### src/rtl/mcs_bridge_hs.sv
// mcs_bridge_hs: bridges single-cycle IO strobes from the processor IO bus
// onto a small set of chip-selected slaves. Slave completion comes either from
// fp_ack (with a timeout backstop) or from a fixed latency. Address misses,
// overlapping strobes and timeouts raise sticky error flags.
module mcs_bridge_hs #(
  parameter logic [31:0] BRG_BASE  = 32'h4000_0000,
  parameter int          N_SLOT    = 4,
  parameter int          ADDR_W    = 20,
  parameter int          FIXED_LAT = 0,
  parameter int          TIMEOUT   = 255
) (
  input  logic              clk,
  input  logic              reset,
  input  logic              io_read_strobe,
  input  logic              io_write_strobe,
  input  logic [3:0]        io_byte_enable,
  input  logic [29:0]       io_address,
  input  logic [31:0]       io_write_data,
  output logic [31:0]       io_read_data,
  output logic              io_ready,
  output logic [N_SLOT-1:0] fp_cs,
  output logic              fp_wr,
  output logic              fp_rd,
  output logic [ADDR_W-1:0] fp_addr,
  output logic [31:0]       fp_wr_data,
  output logic [3:0]        fp_be,
  input  logic [31:0]       fp_rd_data,
  input  logic              fp_ack,
  input  logic              err_clr,
  output logic              err_timeout,
  output logic              err_overlap,
  output logic              err_miss
);

  localparam int SEL_W = (N_SLOT > 1) ? $clog2(N_SLOT) : 1;

  typedef enum logic [1:0] {S_IDLE, S_REQ, S_WAIT, S_DONE} state_t;

  state_t            r_state;
  logic [ADDR_W-1:0] r_addr;
  logic [31:0]       r_wdata;
  logic [3:0]        r_be;
  logic              r_is_wr;
  logic [15:0]       r_cnt;
  logic [N_SLOT-1:0] r_cs;
  logic              r_wr;
  logic              r_rd;
  logic              r_ready;
  logic [31:0]       r_rdata;
  logic              r_err_tmo;
  logic              r_err_ovl;
  logic              r_err_miss;

  logic              w_strobe;
  logic              w_hit;
  logic [SEL_W-1:0]  w_slot;
  logic [N_SLOT-1:0] w_onehot;
  logic              w_unused;

  assign w_strobe = io_read_strobe | io_write_strobe;
  assign w_hit    = (io_address[29:22] == BRG_BASE[31:24]);
  assign w_slot   = io_address[ADDR_W+SEL_W-1:ADDR_W];
  assign w_onehot = {{(N_SLOT-1){1'b0}}, 1'b1} << w_slot;
  // address bits above the slot field are only used through the hit compare
  assign w_unused = &{1'b0, io_address};

  assign io_read_data = r_rdata;
  assign io_ready     = r_ready;
  assign fp_cs        = r_cs;
  assign fp_wr        = r_wr;
  assign fp_rd        = r_rd;
  assign fp_addr      = r_addr;
  assign fp_wr_data   = r_wdata;
  assign fp_be        = r_be;
  assign err_timeout  = r_err_tmo;
  assign err_overlap  = r_err_ovl;
  assign err_miss     = r_err_miss;

  // Transaction FSM with registered bus outputs and sticky error flags.
  // Error sets are written after the clear so a same-cycle set wins.
  always_ff @(posedge clk) begin
    if (reset) begin
      r_state    <= S_IDLE;
      r_addr     <= '0;
      r_wdata    <= '0;
      r_be       <= '0;
      r_is_wr    <= 1'b0;
      r_cnt      <= '0;
      r_cs       <= '0;
      r_wr       <= 1'b0;
      r_rd       <= 1'b0;
      r_ready    <= 1'b0;
      r_rdata    <= '0;
      r_err_tmo  <= 1'b0;
      r_err_ovl  <= 1'b0;
      r_err_miss <= 1'b0;
    end else begin
      if (err_clr) begin
        r_err_tmo  <= 1'b0;
        r_err_ovl  <= 1'b0;
        r_err_miss <= 1'b0;
      end
      // strobes arriving while busy are dropped but remembered as an overlap
      if (r_state != S_IDLE && w_strobe)
        r_err_ovl <= 1'b1;

      case (r_state)
        S_IDLE: begin
          if (w_strobe) begin
            r_addr  <= io_address[ADDR_W-1:0];
            r_wdata <= io_write_data;
            r_be    <= io_byte_enable;
            r_is_wr <= io_write_strobe;   // write wins if both strobes fire
            if (io_read_strobe && io_write_strobe)
              r_err_ovl <= 1'b1;
            if (w_hit) begin
              r_state <= S_REQ;
              r_cs    <= w_onehot;
              r_wr    <= io_write_strobe;
              r_rd    <= io_read_strobe & ~io_write_strobe;
              r_cnt   <= 16'd1;
            end else begin
              r_state    <= S_DONE;
              r_ready    <= 1'b1;
              r_rdata    <= '0;
              r_err_miss <= 1'b1;
            end
          end
        end

        S_REQ, S_WAIT: begin
          r_wr <= 1'b0;
          r_rd <= 1'b0;
          if (FIXED_LAT == 0) begin
            if (fp_ack) begin
              r_state <= S_DONE;
              r_cs    <= '0;
              r_ready <= 1'b1;
              r_rdata <= r_is_wr ? 32'h0 : fp_rd_data;
            end else if (r_cnt == 16'(TIMEOUT)) begin
              r_state   <= S_DONE;
              r_cs      <= '0;
              r_ready   <= 1'b1;
              r_rdata   <= r_is_wr ? 32'h0 : 32'hFFFF_FFFF;
              r_err_tmo <= 1'b1;
            end else begin
              r_state <= S_WAIT;
              r_cnt   <= r_cnt + 16'd1;
            end
          end else begin
            // fixed mode: r_cnt is the index of the current WAIT cycle
            if (r_state == S_REQ) begin
              r_state <= S_WAIT;
            end else if (r_cnt == 16'(FIXED_LAT)) begin
              r_state <= S_DONE;
              r_cs    <= '0;
              r_ready <= 1'b1;
              r_rdata <= r_is_wr ? 32'h0 : fp_rd_data;
            end else begin
              r_cnt <= r_cnt + 16'd1;
            end
          end
        end

        S_DONE: begin
          r_state <= S_IDLE;
          r_ready <= 1'b0;
          r_rdata <= '0;
          r_cnt   <= '0;
        end

        default: r_state <= S_IDLE;
      endcase
    end
  end

endmodule

### config.mk
export PLATFORM = sky130hd
export DESIGN_NAME = mcs_bridge_hs
export DESIGN_NICKNAME = d
export VERILOG_FILES = /design/src/rtl/mcs_bridge_hs.sv
export SDC_FILE = /design/constraint.sdc
export NUM_CORES = 1
export LEC_CHECK = 0
export CAP_MARGIN = 20
export CORE_MARGIN = 1
export CORE_UTILIZATION = 45
export CTS_CLUSTER_DIAMETER = 80
export DETAILED_ROUTE_END_ITERATION = 10
export DONT_BUFFER_PORTS = 1
export HOLD_SLACK_MARGIN = 0.03
export PLACE_DENSITY = 0.65
export SETUP_SLACK_MARGIN = 0.3
export SYNTH_ARGS = -nofsm -noshare
export SYNTH_HDL_FRONTEND = slang
export SYNTH_SLANG_ARGS = --single-unit
export TNS_END_PERCENT = 5
### constraint.sdc
create_clock -name clk -period 3.4 [get_ports clk]
set_clock_uncertainty 0.2 [all_clocks]
set_input_delay 0.68 -clock clk [delete_from_list [all_inputs] [get_ports clk]]
set_output_delay 0.68 -clock clk [all_outputs]
set_load 0.02 [all_outputs]
* Word level (Yosys, flattened, before mapping) *
Index checks and enable logic that the tools add are counted.

word-level totals
  flip-flop bits (word level) = 117
  input port bits = 104
  output and inout port bits = 98
  word-level logic and storage cells = 87

cells by class
  $add $sub $neg = 1
  equality and inequality tests = 11
  shift-type cells = 1
  muxes and demuxes = 46
  bitwise gates (word level) = 3
  reductions and logical operators = 11

operators by type and width
  operator                                                                count
  32-bit two-way mux                                                      6
  32-bit one-hot mux with 3 select lines                                  1
  16-bit two-way mux                                                      4
  16-bit one-hot mux with 3 select lines                                  1
  1-bit two-way mux                                                       23
  16-bit by 1-bit adder with 16-bit output, second input constant         1
  16-bit by 8-bit equality test with 1-bit output, second input constant  1
  4-bit two-way mux                                                       4
  2-bit != test, second input constant                                    5
  8-bit by 7-bit equality test with 1-bit output, second input constant   1
  4-bit one-hot mux with 2 select lines                                   1
  4-bit AND reduction                                                     2
  2-bit one-hot mux with 3 select lines                                   1
  3-bit AND reduction                                                     2
  2-bit equality test, second input constant                              2
  2-bit two-way mux                                                       2
  1-bit one-hot mux with 2 select lines                                   2
  2-bit nonzero test                                                      2
  1-bit by 2-bit left shift with 4-bit output, first input constant       1
  3-bit != test, second input constant                                    1
  1-bit one-hot mux with 3 select lines                                   1
  2-bit by 1-bit equality test with 1-bit output, second input constant   1
  1-bit logical AND                                                       2
  2-bit zero test                                                         1
  other kinds (5)                                                         5

* Depth between registers and ports, before layout *
Gate-level depths: netlist (run 1).

  word-level depth = 6
  depth in mapped cells = 8
  gate-level depth less buffers = 7

* Worst setup path before layout (run 1) *
OpenSTA, ideal clock, no wires.

  path kind = input to register
  start = input port io_address[27]
  end = register r_cnt[13]
  setup time = 0.070 ns
  data arrival time = 2.278 ns
  data required time = 3.130 ns
  slack = 0.851 ns
  cell stages on the path = 6
  buffers on the path = 1
  cell sequence = nor4b_4 > a31oi_1 > or4_1 > buf_2 > or3b_1 > a21oi_1

between the ends
  cells in the longest elaborated chain, start to end = 3

ends and longest elaborated chain
  item                                            RTL line  RTL
  from (decl)                                     17        input logic [29:0] io_address,
  8-bit by 7-bit equality test with 1-bit output  61        assign w_hit = (io_address[29:22] == BRG_BASE[31:24]);
  2-bit != test (no line)                         --
  4-bit AND reduction (no line)                   --
  to (signal assigned)                            148       r_cnt <= r_cnt + 16'd1;
  to (signal assigned)                            160       r_cnt <= r_cnt + 16'd1;
  to (decl)                                       44        logic [15:0] r_cnt;

Every way passes these cells.
A chain may end at the register's enable or synchronous reset.

* Final worst setup path (run 1) *
  start = register r_cnt[8]
  end = register r_rdata[3] (netlist: io_read_data[3])

between the ends
  cells in the longest elaborated chain, start to end = 3

ends and longest elaborated chain
  item                                             RTL line  RTL
  16-bit by 8-bit equality test with 1-bit output  140       end else if (r_cnt == 16'(TIMEOUT)) begin
  3-bit != test (no line)                          --
  3-bit AND reduction (no line)                    --
  to (signal assigned)                             139       r_rdata <= r_is_wr ? 32'h0 : fp_rd_data;
  to (signal assigned)                             144       r_rdata <= r_is_wr ? 32'h0 : 32'hFFFF_FFFF;
  to (signal assigned)                             158       r_rdata <= r_is_wr ? 32'h0 : fp_rd_data;
  to (decl)                                        49        logic [31:0] r_rdata;

Every way passes these cells.

==> results of run 1 <==
-- state kept, by name, summed over array words and instances (netlist names), 2 cells and up --
name	flops
fp_addr	20
fp_be	4
fp_cs	4
fp_wr_data	32
io_read_data	32
r_cnt	16
r_state	2
-- layout by cell type, fill, tap and decap left out, types with 6 or more instances in the layout --
cell       count
nand3_1       47
buf_4          7
dfxtp_1      117
o21ai_0       13
nor2_1        21
a21oi_1      111
nand2_1      158
clkbuf_16     16
or4_1          6
inv_1          8
nand2b_1      36
-- area by class of cell --
cell class              count  area (sq um)  share of cell area
multi-input cells         451          2330               0.417
clock inverters            14           176              0.0316
flip-flops and latches    117          2340               0.420
inverters                  10          37.5             0.00672
well taps                 136           170              0.0305
repair buffers             11           110              0.0197
clock buffers              18           418              0.0749
-- layer usage --
| metal | vias up | global-route usage | routed length [um] |
|---|---|---|---|
| li1 | 2079 | - | - |
| met1 | 1984 | 0.256 | 5070 |
| met2 | 202 | 0.379 | 6130 |
| met3 | 18 | 0.0871 | 1310 |
| met4 | 0 | 0.110 | 223 |
| met5 | - | 0 | 0 |
-- path summary, 6_finish.rpt --
kind | from | end | slack (ps) | cells past startpoint
worst max-delay path | r_cnt[8] | io_read_data[3] | 550 | 6
worst min-delay path | io_byte_enable[1] | fp_be[1] | 90 | 2
worst max register to register | r_cnt[8] | io_read_data[3] | 550 | 6
worst min register to register | r_is_wr | r_is_wr | 270 | 2
-- per-stage QoR --
stage	hold WS, ps	setup slack (ps)	area, sq um
finish	92.7	550	5580
global route	80.5	423	5580
CTS	76.7	563	5580
detailed placement	254	575	4930
global placement	251	623	4930
floorplan	237	851	4890
-- cell families (layout without fill, tap and decap cells) --
group	after synthesis	count (layout)	synth area share
DFF	117	117	0.479
adders and majority gates	5	5	0.0123
and+or+nand+nor	292	292	0.282
muxes	3	3	0.00639
AOI/OAI and AO/OA	151	151	0.172
buffers and inverters	51	53	0.0481
-- power breakdown --
part           total (mW)  internal (mW)  switching, mW
Sequential           2.11           1.63          0.477
Combinational        1.12          0.367          0.754
Clock                1.79           1.12          0.667
Total                5.02           3.12           1.90
-- worst register-to-register path: cells and delay by family (launching register included) --
kind            cells  cell delay [ps]
compound gates      2              670
buf+inv             1              310
flops               1              390
simple gates        3             1200
-- timing repair --
item	CTS	global route
buffers inserted	0	0
hold buffers	4	0
endpoints found under the hold margin	82	0
==> impl_metrics.py, run 1 <==
metrics = {
    "sta": {
        "setup_viol_count_final": 0,
        "rsz0062_at_grt": "no",
        "hold_violations": 0,
        "slew_headroom": 0.397,
        "worst_pin_slew_ps": 901,
        "finalSetupTns_ps": 0,
        "drv_slew": 0,
        "max_freq_mhz": 351,
        "period_needed_ps": 2850,
        "fin_crit_sh": 0.838,
    },
    "final_layout": {
        "stdcell_count": 757,
        "area_growth_pct": 14.1,
        "nFillCells": 989,
        "antenna_cells": 0,
        "layout-drive-gt1-share": 0.0837,
        "final_util": 0.536,
        "finalNetCount": 716,
    },
    "logic_synthesis": {
        "async_flop_share": 0,
        "synth_top_area_cell": "dfxtp_1",
        "synthFlopType": "dfxtp_1",
        "synthTopCellsByArea": "dfxtp_1 (48%), nand2_1 (12%), a21oi_1 (11%)",
        "synth_edf_count": 0,
        "synth_top_area_share": 0.479,
        "netlist_instances": 619,
        "synth_cell_types": 44,
        "synthTopCellsByCount": "nand2_1 (159), dfxtp_1 (117), a21oi_1 (111)",
        "yosysWarningCount": 0,
        "synth_most_common_cell": "nand2_1",
        "syn_area_sq_mm": 0.00489,
        "ys_seq_elements": 117,
        "seq_area_frac_synth": 0.479,
        "syn-num-nets": 727,
        "syn_area_per_cell_sq_um": 7.90,
    },
    "clock_network": {
        "root_buffer": "clkbuf_8",
        "cts_tree": "yes",
        "cts.htree.levels": 4,
        "clk_pin_slew_ps": 60,
        "clk_latency_ps": 510,
        "postCtsResizedCells": 0,
        "cts.sinks": 117,
        "clock_path_buffers": 2,
        "numCtsBuffers": 17,
    },
    "worst_setup_path": {
        "endpoint_kind": "flop",
        "critical-path-top-delay-family": "simple AND/OR/NAND/NOR gates",
        "crit_type": "reg2reg",
        "crit_chain": "or4_4 > or4_4 > a2bb2oi_4 > buf_4 > nand3_1 > a21oi_1",
        "cp_num_buf_inv": 1,
        "cp-start-kind": "flop",
        "worstPathArrival_ps": 3080,
        "crit_top_cell": "or4_4",
        "slowest_stage": "or4_4",
        "max_stage_delay_ps": 580,
        "cp_max_fo": 21,
        "cp.required_ps": 3630,
    },
    "power_and_ir_drop": {
        "p_per_area_mw_per_mm2": 900,
        "ir_drop_v": 0.000415,
        "p_total_mw": 5.02,
        "leakage_nw": 1.97,
    },
    "floorplanning": {
        "initial_core_util": 0.470,
        "die_w_um": 106,
        "die_area_sq_mm": 0.0113,
        "die_h_um": 106,
        "core.rowCount": 37,
        "ios": 202,
        "core_sq_mm": 0.0104,
    },
    "route": {
        "antenna_left": 0,
        "drcViolationCount": 0,
        "wl_per_cell_um": 16.8,
        "wirelength_mm": 12.7,
        "vias": 4283,
        "viasPerCell": 5.66,
        "drtIter0Drc": 363,
        "dr.pass1.iters": 5,
    },
    "grt": {
        "grt.overflow.total": 0,
        "first_global_vias": 4116,
        "track_usage": 0.228,
        "grt_pass1_wl_mm": 20.1,
        "antenna_found_initial": 0,
        "grt_max_degree": 83,
    },
    "outcome": {
        "status": "complete, no violations",
    },
    "place": {
        "portBuffers": 0,
        "hpwl_mm": 8.07,
        "dp_cells": 721,
        "place.gp.congestion": 0.771,
    },
    "job": {
        "maxCapViolCount": 0,
    },
    "hold_path": {
        "min_path_type": "in2reg",
    },
}
Note: power is estimated with default switching activity, not from simulation.
==> inputs of run 2 (changes only) <==
--- a/config.mk
+++ b/config.mk
@@ -12,7 +12,7 @@
 export DETAILED_ROUTE_END_ITERATION = 10
 export DONT_BUFFER_PORTS = 1
 export HOLD_SLACK_MARGIN = 0.03
-export PLACE_DENSITY = 0.65
+export PLACE_DENSITY = 0.67
 export SETUP_SLACK_MARGIN = 0.3
 export SYNTH_ARGS = -nofsm -noshare
 export SYNTH_HDL_FRONTEND = slang
==> constraint.sdc (replaced) <==
create_clock -name clk -period 2.6 [get_ports clk]
set_clock_uncertainty 0.2 [all_clocks]
set_input_delay 0.52 -clock clk [delete_from_list [all_inputs] [get_ports clk]]
set_output_delay 0.52 -clock clk [all_outputs]
set_load 0.02 [all_outputs]
==> run 2 against run 1 <==
The flow now finishes with violations (negative hold slack). Critical endpoint is now io_read_data[2]. Global-route usage hardly changed. Combinational power is 71% higher. Fmax up 17%. First-iteration DRC count increased by 9.9%. Utilization rose by 4.5 points. Clock-buffer cell count up 1. Sequential power is 31% higher. Die area is the same. Non-clock buffer count grew 34. Clock power grew 27%. Hold slack got worse by 210 ps. Register-to-register slack got worse by 380 ps.
==> impl_metrics.py, run 2 (same netlist as run 1, synthesis figures left out) <==
metrics = {
    "outcome": {
        "status": "finished, violations left",
        "violations": "negative hold slack",
    },
    "floorplanning": {
        "core.rowCount": 37,
        "die_h_um": 106,
        "die_area_sq_mm": 0.0113,
        "core_sq_mm": 0.0104,
        "initial_core_util": 0.470,
        "die_w_um": 106,
        "ios": 202,
    },
    "power_and_ir_drop": {
        "p_total_mw": 6.95,
        "ir_drop_v": 0.000824,
        "p_sw_mw": 2.60,
        "p_per_area_mw_per_mm2": 1150,
        "leakage_nw": 2.20,
        "p_int_mw": 4.35,
        "power_frac_comb": 0.275,
        "switching_share": 0.374,
        "p_clk_frac": 0.328,
        "seqPwrFrac": 0.397,
    },
    "route": {
        "wl_per_cell_um": 16.8,
        "drcViolationCount": 0,
        "vias": 4454,
        "viasPerCell": 5.63,
        "antenna_left": 0,
        "drtIter0Drc": 399,
        "dr.pass1.iters": 8,
        "wirelength_mm": 13.3,
    },
    "place": {
        "hpwl_mm": 8.29,
        "dpl-instance-area_sq_mm": 0.00504,
        "portBuffers": 0,
        "place.gp.congestion": 0.807,
        "dp_cells": 732,
    },
    "job": {
        "maxCapViolCount": 0,
    },
    "clock_network": {
        "cts.htree.levels": 4,
        "clock_path_buffers": 2,
        "clk_latency_ps": 500,
        "hold_buffers": 15,
        "cts.sinks": 117,
        "clk_pin_slew_ps": 60,
        "root_buffer": "clkbuf_8",
        "numCtsBuffers": 17,
        "cts_tree": "yes",
    },
    "sta": {
        "hold_violations": 58,
        "whs_ps": -113,
        "setup_viol_count_final": 0,
        "max_freq_mhz": 412,
        "worst_pin_slew_ps": 571,
        "period_needed_ps": 2430,
        "rsz0062_at_grt": "yes",
        "finalSetupTns_ps": 0,
        "fin_crit_sh": 0.934,
        "slew_headroom": 0.616,
        "drv_slew": 0,
    },
    "grt": {
        "grt_max_degree": 117,
        "grt_pass1_wl_mm": 20.2,
        "grt.overflow.total": 0,
        "first_global_vias": 4246,
        "antenna_found_initial": 0,
        "track_usage": 0.229,
    },
    "worst_setup_path": {
        "slowest_stage": "or4_4",
        "worstPathArrival_ps": 2660,
        "crit_type": "reg2reg",
        "cp.required_ps": 2840,
        "cp-start-kind": "flop",
        "r2r_setup_slack_ps": 170,
        "regToRegStartpoint": "r_cnt[12]",
        "max_stage_delay_ps": 540,
        "r2r_end": "io_read_data[2]",
        "crit_chain": "or4_4 > or4_4 > a2bb2oi_4 > buf_6 > clkbuf_16 > nand3_2 > a21oi_2",
        "crit_top_cell": "or4_4",
        "rr_worst_depth": 7,
        "endpoint_kind": "flop",
        "cp_max_fo": 8,
    },
    "final_layout": {
        "area_growth_pct": 23.7,
        "design_area_sq_mm": 0.00605,
        "stdcell_count": 791,
        "finalNetCount": 750,
        "multiInputGateArea_sq_mm": 0.00242,
        "seqCellArea_sq_mm": 0.00235,
        "layout-drive-gt1-share": 0.153,
        "final_cell_mix": "nand2_1 (158), dfxtp_1 (111), a21oi_1 (104)",
        "nFillCells": 926,
        "final_util": 0.581,
        "layout_commonest_cell": "nand2_1",
        "antenna_cells": 0,
    },
    "hold_path": {
        "min_path_type": "in2reg",
        "hold_depth": 1,
        "hold_end": "fp_wr_data[3]",
        "hold_start": "reset",
    },
}
==> run 2: cell types whose count changed in the layout (fill, tap and decap cells not counted), moves of 4 or more <==
cell,change
dfxtp_1,-6
nand3_1,-7
a21oi_2,+6
a21oi_1,-7
buf_4,+14
buf_6,+4
nand3_2,+6
dlygate4sd3_1,+11
dfxtp_2,+5
==> run 2: what timing repair did <==
action,CTS,global route
setup buffers,6,3
pin swaps,7,17
setup endpoints to repair,50,55
resized for setup,15,19
cloned,2,1
hold endpoints to repair,117,102
==> run 2: power groups by stage <==
stage                     Sequential [mW]  Combinational (mW)  Clock [mW]
after floorplan                      2.71                1.21           0
after global placement               2.79                1.49           0
after detailed placement             2.80                1.56           0
after CTS                            2.76                1.79        2.33
after global routing                 2.79                2.10        2.41
final                                2.76                1.91        2.28
==> run 2: worst max-delay path by stage <==
stage | cells after the start | from | slack (ps) | to
2_1_floorplan | 6 | io_address[29] | 210 | r_cnt[13]
3_3_place_gp | 5 | io_address[29] | 120 | r_cnt[8]
3_5_place_dp | 5 | io_address[23] | 90 | r_cnt[6]
4_1_cts | 7 | r_cnt[9] | 190 | io_read_data[16]
5_1_grt | 9 | r_state[0] | 130 | io_read_data[9]
6_report | 7 | r_cnt[12] | 170 | io_read_data[2]
==> run 2: worst max-delay path, delay by kind of cell (launching register included) <==
family	cells	cell delay, ps
simple gates	3	1130
flops	1	360
compound gates	2	360
buf+inv	2	310
==> run 2: layout make-up <==
class,instances,area share
repair buffers,45,0.0798
clock inverters,13,0.0244
multi-input cells,451,0.400
well taps,136,0.0281
inverters,10,0.00620
flip-flops and latches,117,0.389
clock buffers,19,0.0730
==> run 2: per-stage QoR <==
| step | hold WS [ps] | setup slack (ps) |
|---|---|---|
| after detailed placement | 267 | 89.6 |
| after global routing | -147 | 126 |
| after floorplan | 237 | 214 |
| final | -113 | 171 |
| after global placement | 250 | 122 |
| after CTS | -146 | 193 |
==> run 2: metal layers <==
metal | up-vias | GRT usage | wire [um]
met3 | 23 | 0.0877 | 1340
met1 | 2047 | 0.250 | 4970
met2 | 234 | 0.388 | 6730
met4 | 0 | 0.106 | 239
met5 | - | 0 | 0
li1 | 2150 | - | -
